[src/rtl/queue_drain_ctrl_pkg.sv]
// mc_pkg: shared state encoding, default widths and watermark sanity check for queue_drain_ctrl
package mc_pkg;
  typedef enum logic [1:0] {IDLE, POP, WAIT, HOLD} state_t;
  localparam int DATA_W_D = 8;
  localparam int LEN_W_D = 4;
  localparam int DEPTH_D = 8;
  function automatic bit wm_ok(input int low_wm, input int high_wm, input int depth);
    return low_wm < high_wm && high_wm <= depth;
  endfunction
endpackage

[src/rtl/queue_drain_ctrl_wm.sv]
// flow_ctrl_wm: registered watermark hysteresis driving the deserializer accept line
module flow_ctrl_wm #(
  parameter int LEN_W = 4,
  parameter int HIGH_WM = 6,
  parameter int LOW_WM = 2
) (
  input  logic             clock,
  input  logic             reset,
  input  logic [LEN_W-1:0] len_in,
  output logic             accept_out
);
  always_ff @(posedge clock or posedge reset)
    if (reset) accept_out <= 1'b1;
    else if (len_in >= LEN_W'(HIGH_WM)) accept_out <= 1'b0;
    else if (len_in <= LEN_W'(LOW_WM)) accept_out <= 1'b1;
endmodule

[src/rtl/queue_drain_ctrl.sv]
// queue_drain_ctrl: pops the queue one word at a time and forwards it over valid/ready; QDRAIN_BURST_EN enables burst draining
module queue_drain_ctrl
  import mc_pkg::*;
#(
  parameter int DATA_W = DATA_W_D,
  parameter int LEN_W = LEN_W_D,
  parameter int DEPTH = DEPTH_D,
  parameter int HIGH_WM = 6,
  parameter int LOW_WM = 2,
  parameter int DEQ_LAT = 1
`ifdef QDRAIN_BURST_EN
  ,
  parameter int BURST_LEN = 4
`endif
) (
  input  logic              clock,
  input  logic              reset,
  input  logic              enable_in,
  input  logic [LEN_W-1:0]  len_in,
  input  logic [DATA_W-1:0] data_in,
  output logic              dequeue_out,
  output logic              accept_out,
  output logic [DATA_W-1:0] m_data_out,
  output logic              m_valid_out,
  input  logic              m_ready_in,
  output logic              busy_out
);
  if (!wm_ok(LOW_WM, HIGH_WM, DEPTH) || DEQ_LAT < 1 || DEQ_LAT > 7) begin : g_bad_cfg
    $error("queue_drain_ctrl: illegal watermark or latency configuration");
  end
  state_t state, nxt;
  logic [2:0] cnt;
  logic start_c, cont_c;
`ifdef QDRAIN_BURST_EN
  logic burst;
  assign start_c = len_in >= LEN_W'(BURST_LEN);
  // once a burst is running, keep popping until the queue is empty
  assign cont_c = burst ? len_in != '0 : start_c;
  always_ff @(posedge clock or posedge reset)
    if (reset) burst <= 1'b0;
    else if (nxt == IDLE) burst <= 1'b0;
    else if (state == IDLE && nxt == POP) burst <= 1'b1;
`else
  assign start_c = len_in != '0;
  assign cont_c = start_c;
`endif
  always_ff @(posedge clock or posedge reset)
    if (reset) state <= IDLE;
    else state <= nxt;
  always_comb begin
    nxt = state;
    case (state)
      IDLE: nxt = enable_in && start_c ? POP : IDLE;
      POP: nxt = WAIT;
      WAIT: nxt = cnt <= 3'd1 ? HOLD : WAIT;
      HOLD: nxt = !m_ready_in ? HOLD : enable_in && cont_c ? POP : IDLE;
      default: nxt = IDLE;
    endcase
  end
  always_comb begin
    dequeue_out = state == POP;
    busy_out = state != IDLE;
  end
  always_ff @(posedge clock or posedge reset)
    if (reset) begin
      cnt <= '0;
      m_data_out <= '0;
      m_valid_out <= 1'b0;
    end else begin
      if (state == POP) cnt <= 3'(DEQ_LAT);
      else if (state == WAIT && cnt != '0) cnt <= cnt - 3'd1;
      if (state == WAIT && nxt == HOLD) begin
        m_data_out <= data_in;
        m_valid_out <= 1'b1;
      end else if (state == HOLD && m_ready_in) m_valid_out <= 1'b0;
    end
  flow_ctrl_wm #(.LEN_W(LEN_W), .HIGH_WM(HIGH_WM), .LOW_WM(LOW_WM)) u_wm (
    .clock(clock),
    .reset(reset),
    .len_in(len_in),
    .accept_out(accept_out)
  );
endmodule

[config.mk]
export PLATFORM = sky130hd
export DESIGN_NAME = queue_drain_ctrl
export DESIGN_NICKNAME = d
export VERILOG_FILES = /design/src/rtl/queue_drain_ctrl_pkg.sv /design/src/rtl/queue_drain_ctrl_wm.sv /design/src/rtl/queue_drain_ctrl.sv
export SDC_FILE = /design/constraint.sdc
export NUM_CORES = 1
export LEC_CHECK = 0
export ABC_AREA = 0
export CORE_MARGIN = 10
export CORE_UTILIZATION = 44
export CTS_BUF_LIST = sky130_fd_sc_hd__clkbuf_4 sky130_fd_sc_hd__clkbuf_8
export DETAILED_ROUTE_END_ITERATION = 12
export PLACE_DENSITY = 0.8
export SLEW_MARGIN = 20
export SYNTH_ARGS = -nofsm -noshare
export SYNTH_HDL_FRONTEND = slang
export SYNTH_HIERARCHICAL = 1
export SYNTH_SLANG_ARGS = --single-unit
[constraint.sdc]
create_clock -name clock -period 1.9 [get_ports clock]
set_input_delay 0.38 -clock clock [delete_from_list [all_inputs] [get_ports clock]]
set_output_delay 0.38 -clock clock [all_outputs]
set_load 0.01 [all_outputs]
# Word-level counts from Yosys, hierarchy flattened

Cells that the tools add are included.

Logic and storage cells: 34
Output and inout bits: 12
Bits in registers: 15
Input bits: 16

$lt $le $gt $ge: 3
Equal/unequal tests: 4
Add/subtract/negate cells: 1
Multiplexer cells: 10
Reduce and logical (&&, ||, !) cells: 11

Operators with widths:

| kind                                                | number |
|---|---|
| one-hot mux 2 bit (4 select lines)                  | 1 |
| nonzero test 2 bit                                  | 4 |
| == test 2 bit, second input constant                | 3 |
| two-way mux 1 bit                                   | 6 |
| two-way mux 3 bit                                   | 2 |
| >= comparator 4 x 3 -> 1 bit, second input constant | 1 |
| <= comparator 4 x 2 -> 1 bit, second input constant | 1 |
| logical AND 1 bit                                   | 4 |
| nonzero test 4 bit                                  | 1 |
| <= comparator 3 x 1 -> 1 bit, second input constant | 1 |
| nonzero test 3 bit                                  | 1 |
| subtractor 3 x 1 -> 3 bit, second input constant    | 1 |
| == test 2 x 1 -> 1 bit, second input constant       | 1 |
| logical NOT 2 bit                                   | 1 |
| two-way mux 2 bit                                   | 1 |

# Logic depth before layout (Yosys ltp)

Gate-level depths: netlist of the first run.

Depth in word-level cells: 8
Gate-level depth with buffers: 6
Depth with buffers taken out: 6

# By module

The synthesis of the first run kept the hierarchy.

By module, submodules not included:

| module           | instances | sequential area each (um^2) | cells an instance | area each (um^2) |
|---|---|---|---|---|
| queue_drain_ctrl | 1         | 350.3                       | 58                | 680.7 |
| flow_ctrl_wm     | 1         | 26.3                        | 5                 | 47.5 |

# Worst setup path after synthesis of the first run

No wires, ideal clock.

Path type: flip-flop to flip-flop
From: reg cnt[1]
To: reg m_data_out[0]
Setup time: 125 ps
Stages on the path, launching flop included: 6
Required time: 1775 ps
Slack: 353 ps
Arrival time: 1422 ps
Path buffers: 0
Path through: dfrtp_1 -> inv_1 -> ha_1 -> o21bai_1 -> nor3b_4 -> mux2_2

Word-level cells in the longest chain between the ends: 5

Ends and longest elaborated chain:

| what                               | line                   | source |
|---|---|---|
| start: declaration                 | queue_drain_ctrl.sv:32 | `logic [2:0] cnt;` |
| start signal: assignment           | queue_drain_ctrl.sv:70 | `if (state == POP) cnt <= 3'(DEQ_LAT);` |
| start signal: assignment           | queue_drain_ctrl.sv:71 | `else if (state == WAIT && cnt != '0) cnt <= cnt - 3'd1;` |
| <= comparator 3 x 1 -> 1 bit       | queue_drain_ctrl.sv:55 | `WAIT: nxt = cnt <= 3'd1 ? HOLD : WAIT;` |
| two-way mux 1 bit                  | queue_drain_ctrl.sv:55 |  |
| one-hot mux 2 bit (4 select lines) | queue_drain_ctrl.sv:52 | `case (state)` |
| == test 2 bit                      | queue_drain_ctrl.sv:72 | `if (state == WAIT && nxt == HOLD) begin` |
| logical AND 1 bit                  | queue_drain_ctrl.sv:72 |  |
| end signal: assignment             | queue_drain_ctrl.sv:73 | `m_data_out <= data_in;` |
| end: declaration                   | queue_drain_ctrl.sv:23 | `output logic [DATA_W-1:0] m_data_out,` |

No other way between the ends.
A chain may end at the register's enable or synchronous reset.

# Final worst setup path of the first run

From: reg state[0]
To: out dequeue_out

Word-level cells in the longest chain between the ends: 1

Ends and longest elaborated chain:

| what                     | line                   | source |
|---|---|---|
| start: declaration       | queue_drain_ctrl.sv:31 | `state_t state, nxt;` |
| start signal: assignment | queue_drain_ctrl.sv:49 | `else state <= nxt;` |
| == test 2 x 1 -> 1 bit   | queue_drain_ctrl.sv:61 | `dequeue_out = state == POP;` |
| end: declaration         | queue_drain_ctrl.sv:21 | `output logic dequeue_out,` |

No other way between the ends.

==> metrics.md, run 1 <==
| Metric | Value |
|---|---|
| DR WL/cell | `14.9 um` |
| Synth async-reset ratio | `100%` |
| Routability cong. | `0.790` |
| R2R cell count | `5` |
| Root Driver | `clkbuf_4` |
| Metal-1 WL | `704 um` |
| Least-Margin Pin Slew | `519 ps` |
| Seq cells post-synth | `15` |
| Antenna-violating nets left | `0` |
| Worst R2R Setup Slack | `190 ps` |
| Peak Freq | `565 MHz` |
| TritonCTS Sinks | `15` |
| H-tree Lvls | `1` |
| Top Metal Used | `met4` |
| Inst Count DP | `105` |
| Worst slew margin | `65.4%` |
| Vias in the first global route | `547` |
| Share of cells above drive strength 1 | `22.3%` |
| Register area share after synthesis | `51.7%` |
| CTS Buffer Depth | `2` |
| Warning count from the yosys run | `6` |
| Synth-to-layout area growth | `45.2%` |
| Post-DP HPWL | `1340 um` |
| CP max FO | `7` |
| CTS Hold Bufs | `0` |
| Seq pwr share | `35.0%` |
| Hold crit path type | `in2async` |
| Crit path time final | `1770 ps` |
| Clock Power Share | `11.8%` |
| Critical path endpoint category | `output port` |
| Setup-failing EPs final | `0` |
| Crit path max-delay family | `buffers and inverters` |
| Commonest cells post-synth | `dfrtp_1, mux2_2, inv_1` |
| Sw Share | `33.5%` |
| Worst slack at placement | `193 ps` |
| Initial DRC Count | `4` |
| Int Pwr | `1.09 mW` |
| ANT cells | `0` |
| Unrepaired setup endpoints after global routing | `no` |
| Post-synthesis cell count | `63` |
| Arrival time worst endpoint | `1390 ps` |
| Synth area leader | `dfrtp_1` |
| Crit-path max cell delay | `550 ps` |
| Hold Fails Final Rpt | `0` |
| Met3 WL | `190 um` |
| Post-synth top flop | `dfrtp_1` |
| Syn_nets | `82` |
| CTS tree | `yes` |
| Critical path buffer and inverter count | `1` |
| Switch Pwr | `0.549 mW` |
| DR WL met2 | `736 um` |
| Worst-path cell chain | `nor2b_1, clkdlybuf4s50_1` |
| Worst vdd ir | `0.976 mV` |
| Period utilization | `93.1%` |
| Max-slew violations | `0` |
| Initial Util | `47.2%` |
| Vias | `576` |
| Die extent in y | `60.7 um` |
| Number of flops mapped to enable cells by yosys | `0` |
| I/O Buffers | `27` |
| Die area | `3680 um2` |
| Clk_lat worst skew | `280 ps` |
| Global-route usage over all layers | `8.88%` |
| Drt pass-1 iters | `2` |
| Dominant cell by count in the synthesized netlist | `dfrtp_1` |
| Initial antenna violation count | `0` |
| Critical path type | `reg2out` |
| CP startpoint kind | `flop` |
| Layout Nets | `114` |
| Slowest CP cell | `clkdlybuf4s50_1` |
| Vias per std cell | `5.24` |
| Worst Setup Slack, final | `130 ps` |
| R2r endpoint | `m_data_out[6]` |
| Cell area after layout | `1060 um2` |
| Grt ovf | `0` |
| Unique cell type count in the Yosys netlist | `24` |
| Top cells by area, synth | `dfrtp_1, mux2_2, ha_1, inv_1, dfstp_2` |
| CTS buffer count | `3` |
| Fin cells | `110` |
| Syn_area_per_cell | `11.6 um2` |
| FF-to-FF Start | `cnt[1]` |
| Die Wd | `60.7 um` |
| Top Ports | `28` |
| Worst-path clk slew | `90 ps` |
| Outcome | `completed` |
| Post-DP Area | `1020 um2` |
| Critical Path RT | `1520 ps` |
| Top cell type's share of synthesized area | `48.1%` |
| Final WL | `1640 um` |
| DRC violations left | `0` |
| Maxcap violations | `0` |
| Fin Clk Skew | `3.05 ps` |
| Area of the core | `1540 um2` |
| P per Cell Area | `1550 nW/um2` |
| Largest net degree at the start of global routing | `15` |
| First-pass GRT wire length | `2530 um` |
| Leak | `0.452 nW` |
| Post-Syn Area | `728 um2` |
| Aggregate negative setup slack | `0 ps` |
| Comb power frac | `53.2%` |
| Num rows | `14` |
==> final cells by class <==
class                           instances  area [um2]
Fill cell                             138         484
Clock buffer                            4        30.0
Inverter                                8        30.0
Tap cell                               16        20.0
Sequential cell                        15         379
Multi-Input combinational cell         38         314
Timing Repair Buffer                   29         284
==> per-stage QoR <==
step                power, mW  utilization [%]  hold WS, ps
floorplan                1.08                -          269
CTS                      1.66             68.6          408
global placement         1.42             66.1          489
detailed placement       1.46             66.1          494
global route             1.75             68.6          416
finish                   1.64             68.6          412
==> flip-flops by register name (all words and copies together) (netlist names) <==
register / flops
m_data_out: 8
cnt: 3
state: 2
m_valid_out: 1
u_wm/accept_out: 1
==> power by group through the flow <==
stage                     clock (mW)  sequential (mW)  combinational [mW]
after CTS                      0.198            0.577               0.889
after global routing           0.212            0.593               0.948
final                          0.194            0.574               0.874
after floorplan                    0            0.604               0.478
after global placement             0            0.590               0.830
after detailed placement           0            0.597               0.858
==> worst register-to-register path: cells and delay by family (launching register included) <==
family                     cells  cell delay [ps]
AOI/OAI and AO/OA              1              130
adders and majority gates      1              130
buffers and inverters          1               90
DFF                            1              420
muxes                          1              390
and+or+nand+nor                1              440
==> logic make-up after synthesis <==
logic type               after synthesis  share of synthesized area [%]
AO/OA/AOI/OAI                         15                           14.4
flip-flops                            15                           51.7
AND/OR/NAND/NOR                       11                           9.62
buffers and inverters                 10                           5.16
multiplexers                           9                           13.9
adder cells (fa/ha/maj)                3                           5.16
==> how the worst max path moves through the flow <==
stage | cells after the start | startpoint | slack (ps) | endpoint
3_3_place_gp | 2 | state[1] | 240 | busy_out
6_report | 2 | state[0] | 130 | dequeue_out
5_1_grt | 5 | cnt[1] | 50 | m_data_out[7]
4_1_cts | 2 | state[0] | 110 | dequeue_out
2_1_floorplan | 5 | cnt[1] | 350 | m_data_out[0]
3_5_place_dp | 5 | cnt[1] | 190 | m_data_out[4]
==> timing repair <==
action,in CTS,in global routing
resized for setup,3,0
buffers inserted,1,0
endpoints found under the setup margin,1,0
==> metal layers <==
| layer | vias up | global-route usage, % |
|---|---|---|
| met5 | - | 0 |
| met4 | 0 | 4.70 |
| met3 | 2 | 3.55 |
| met2 | 22 | 13.7 |
| met1 | 270 | 10.3 |
| li1 | 282 | - |
==> layout by cell type, fill, tap and decap left out, drive strengths merged, types with 2 or more instances in the layout <==
master | synthesis | routed
ha | 3 | 3
clkbuf | 2 | 4
or2 | 2 | 2
mux2 | 9 | 9
nor2 | 2 | 2
nand2 | 2 | 2
dfrtp | 14 | 14
buf | 0 | 2
a21oi | 4 | 4
o31ai | 2 | 2
clkdlybuf4s50 | 0 | 26
inv | 8 | 8
a22o | 2 | 2
Power figures use the tool's default switching activity.
==> run 2: changes to the inputs <==
CORE_UTILIZATION = 50   (was 44)
DONT_BUFFER_PORTS = 1   (was not set)
PLACE_DENSITY = 0.65   (was 0.8)
==> run 2 against run 1 <==
  * Global-route usage shrank 0.062 points
  * Sequential power grew 7.8%
  * Critical path type is now reg2reg
  * Final area shrank 25%
  * Maximum frequency increased by 6.1%
  * Clock skew increased by 0.62 ps
  * Wire length shrank 21%
  * Critical path depth grew 3
  * Largest cell class unchanged
  * Non-clock buffer count decreased by 26
  * Die area is 8.1% lower
  * Critical endpoint is now m_data_out[7]
  * Sequential cell count stayed put
==> metrics.md, run 2 (synthesis gave the netlist of run 1 again) <==
| Metric | Value |
|---|---|
| Vias per std cell | `5.57 (was 5.24)` |
| Period utilization | `87.8% (was 93.1%)` |
| Grt ovf | `0 (unchanged)` |
| Drt pass-1 iters | `4 (was 2)` |
| R2r endpoint | `m_data_out[7] (was m_data_out[6])` |
| Hold crit path type | `in2async (unchanged)` |
| Vias | `462 (was 576)` |
| CP startpoint kind | `flop (unchanged)` |
| Critical path type | `reg2reg (was reg2out)` |
| Vias in the first global route | `507 (was 547)` |
| Clk_lat worst skew | `280 ps (about the same)` |
| Outcome | `completed (unchanged)` |
| R2R cell count | `5 (unchanged)` |
| Die area | `3380 um2 (was 3680 um2)` |
| Final WL | `1290 um (was 1640 um)` |
| CTS buffer count | `3 (unchanged)` |
| Largest net degree at the start of global routing | `15 (unchanged)` |
| Share of cells above drive strength 1 | `27.9% (was 22.3%)` |
| Most common cell after layout, fill and taps aside | `dfrtp_1 (was clkdlybuf4s50_1)` |
| Layout Nets | `88 (was 114)` |
| Critical path endpoint category | `flop (was output port)` |
| Arrival time worst endpoint | `1840 ps (was 1390 ps)` |
| Worst vdd ir | `0.728 mV (was 0.976 mV)` |
| Routability cong. | `0.709 (was 0.790)` |
| Total power | `1.37 mW (was 1.64 mW)` |
| First-pass GRT wire length | `2270 um (was 2530 um)` |
| Post-CTS Setup Inserts | `0 (was 1)` |
| FF-to-FF Start | `cnt[1] (unchanged)` |
| I/O Buffers | `0 (was 27)` |
| Worst-path clk slew | `90 ps (about the same)` |
| CP max FO | `9 (was 7)` |
| CTS Buffer Depth | `2 (unchanged)` |
| DRC violations left | `0 (unchanged)` |
| Biggest registers after layout | `m_data_out (8), cnt (3), state (2) (unchanged)` |
| Max-slew violations | `0 (unchanged)` |
| TritonCTS Sinks | `15 (unchanged)` |
| Worst R2R Setup Slack | `230 ps (was 190 ps)` |
| Initial antenna violation count | `0 (unchanged)` |
| P per Cell Area | `1730 nW/um2 (was 1550 nW/um2)` |
| Root Driver | `clkbuf_4 (unchanged)` |
| Setup-failing EPs final | `0 (unchanged)` |
| Global-route usage over all layers | `8.81% (was 8.88%)` |
| DR WL/cell | `15.6 um (was 14.9 um)` |
| Unrepaired setup endpoints after global routing | `no (unchanged)` |
| Die extent in y | `58.2 um (was 60.7 um)` |
| Antenna-violating nets left | `0 (unchanged)` |
| Least-Margin Pin Slew | `504 ps (was 519 ps)` |
| Crit path time final | `1670 ps (was 1770 ps)` |
| Core Util, Final | `59.4% (was 68.6%)` |
| Number of gates resized after cts | `0 (was 3)` |
| Initial Util | `54.6% (was 47.2%)` |
| Slowest CP cell | `nor3b_4 (was clkdlybuf4s50_1)` |
| Crit path max-delay family | `simple AND/OR/NAND/NOR gates (was buffers and inverters)` |
| Post-DP HPWL | `1020 um (was 1340 um)` |
| Aggregate negative setup slack | `0 ps (unchanged)` |
| Critical Path RT | `2070 ps (was 1520 ps)` |
| Worst-path cell chain | `inv_1, ha_1, o21bai_1, nor3b_4, mux2_2 (was nor2b_1, clkdlybuf4s50_1)` |
| Area of the core | `1330 um2 (was 1540 um2)` |
| Hold Fails Final Rpt | `0 (unchanged)` |
| Die Wd | `58.2 um (was 60.7 um)` |
| H-tree Lvls | `1 (unchanged)` |
| Crit-path max cell delay | `430 ps (was 550 ps)` |
| CTS tree | `yes (unchanged)` |
| Synth-to-layout area growth | `8.76% (was 45.2%)` |
| Top Ports | `28 (unchanged)` |
| Leak | `0.353 nW (was 0.452 nW)` |
| ANT cells | `0 (unchanged)` |
| Num rows | `13 (was 14)` |
| Peak Freq | `600 MHz (was 565 MHz)` |
| Maxcap violations | `0 (unchanged)` |
| Commonest non-fill, non-tap cells in the layout | `dfrtp_1, mux2_2, inv_1, a21oi_1 (was clkdlybuf4s50_1, dfrtp_1, mux2_2, inv_1)` |
| Critical path buffer and inverter count | `1 (unchanged)` |
| Initial DRC Count | `9 (was 4)` |
| Largest register FFs | `8 (unchanged)` |
| Largest reg by FF count | `m_data_out (unchanged)` |
| CTS Hold Bufs | `1 (was 0)` |
| Fin Clk Skew | `3.68 ps (was 3.05 ps)` |
| Worst slew margin | `66.4% (was 65.4%)` |
## run 2: changes by cell type in the layout (fill, tap and decap cells not counted), sizes merged
cell,change
clkdlybuf4s50,-26
clkbuf,-1
clkinv,+1
dlygate4sd2,-1
dlygate4sd3,+1
## run 2: cell type report
type	instances	area (um2)
well taps	15	18.8
flip-flops and latches	15	377
clock buffers	3	22.5
multi-input cells	38	314
inverters	8	30.0
repair buffers	3	25.0
clock inverters	1	5.00
fillers	113	542
## run 2: worst max path at each step
stage	cells past startpoint	to	start	slack, ps
final	5	m_data_out[7]	cnt[1]	230
after global routing	5	m_data_out[4]	cnt[1]	120
after CTS	5	m_data_out[1]	cnt[1]	200
after detailed placement	5	m_data_out[1]	cnt[1]	210
after global placement	5	m_data_out[6]	cnt[1]	250
after floorplan	5	m_data_out[0]	cnt[1]	350
## run 2: through the flow
step | hold slack (ps) | cells | cell area (um2) | setup WS [ps]
final | 1.79 | 83 | 792 | 232
after detailed placement | 273 | 78 | 754 | 211
after CTS | 15.8 | 83 | 792 | 204
after floorplan | 269 | 63 | 728 | 353
after global placement | 271 | 78 | 754 | 249
after global routing | 22.6 | 83 | 792 | 125
## run 2: power breakdown
group | switching, mW | total [mW] | leakage, nW | internal [mW]
clock network | 0.0998 | 0.178 | 0.0177 | 0.0782
logic | 0.258 | 0.570 | 0.161 | 0.312
registers | 0.148 | 0.619 | 0.175 | 0.471
## run 2: routing by layer
| metal | part of all wire [%] | up-vias | global-route usage [%] | wire, um |
|---|---|---|---|---|
| met2 | 43 | 20 | 12.3 | 557 |
| li1 | - | 229 | - | - |
| met5 | 0 | - | 0 | 0 |
| met4 | 4.9 | 0 | 10.1 | 63 |
| met3 | 14 | 4 | 4.79 | 177 |
| met1 | 38 | 209 | 8.53 | 492 |
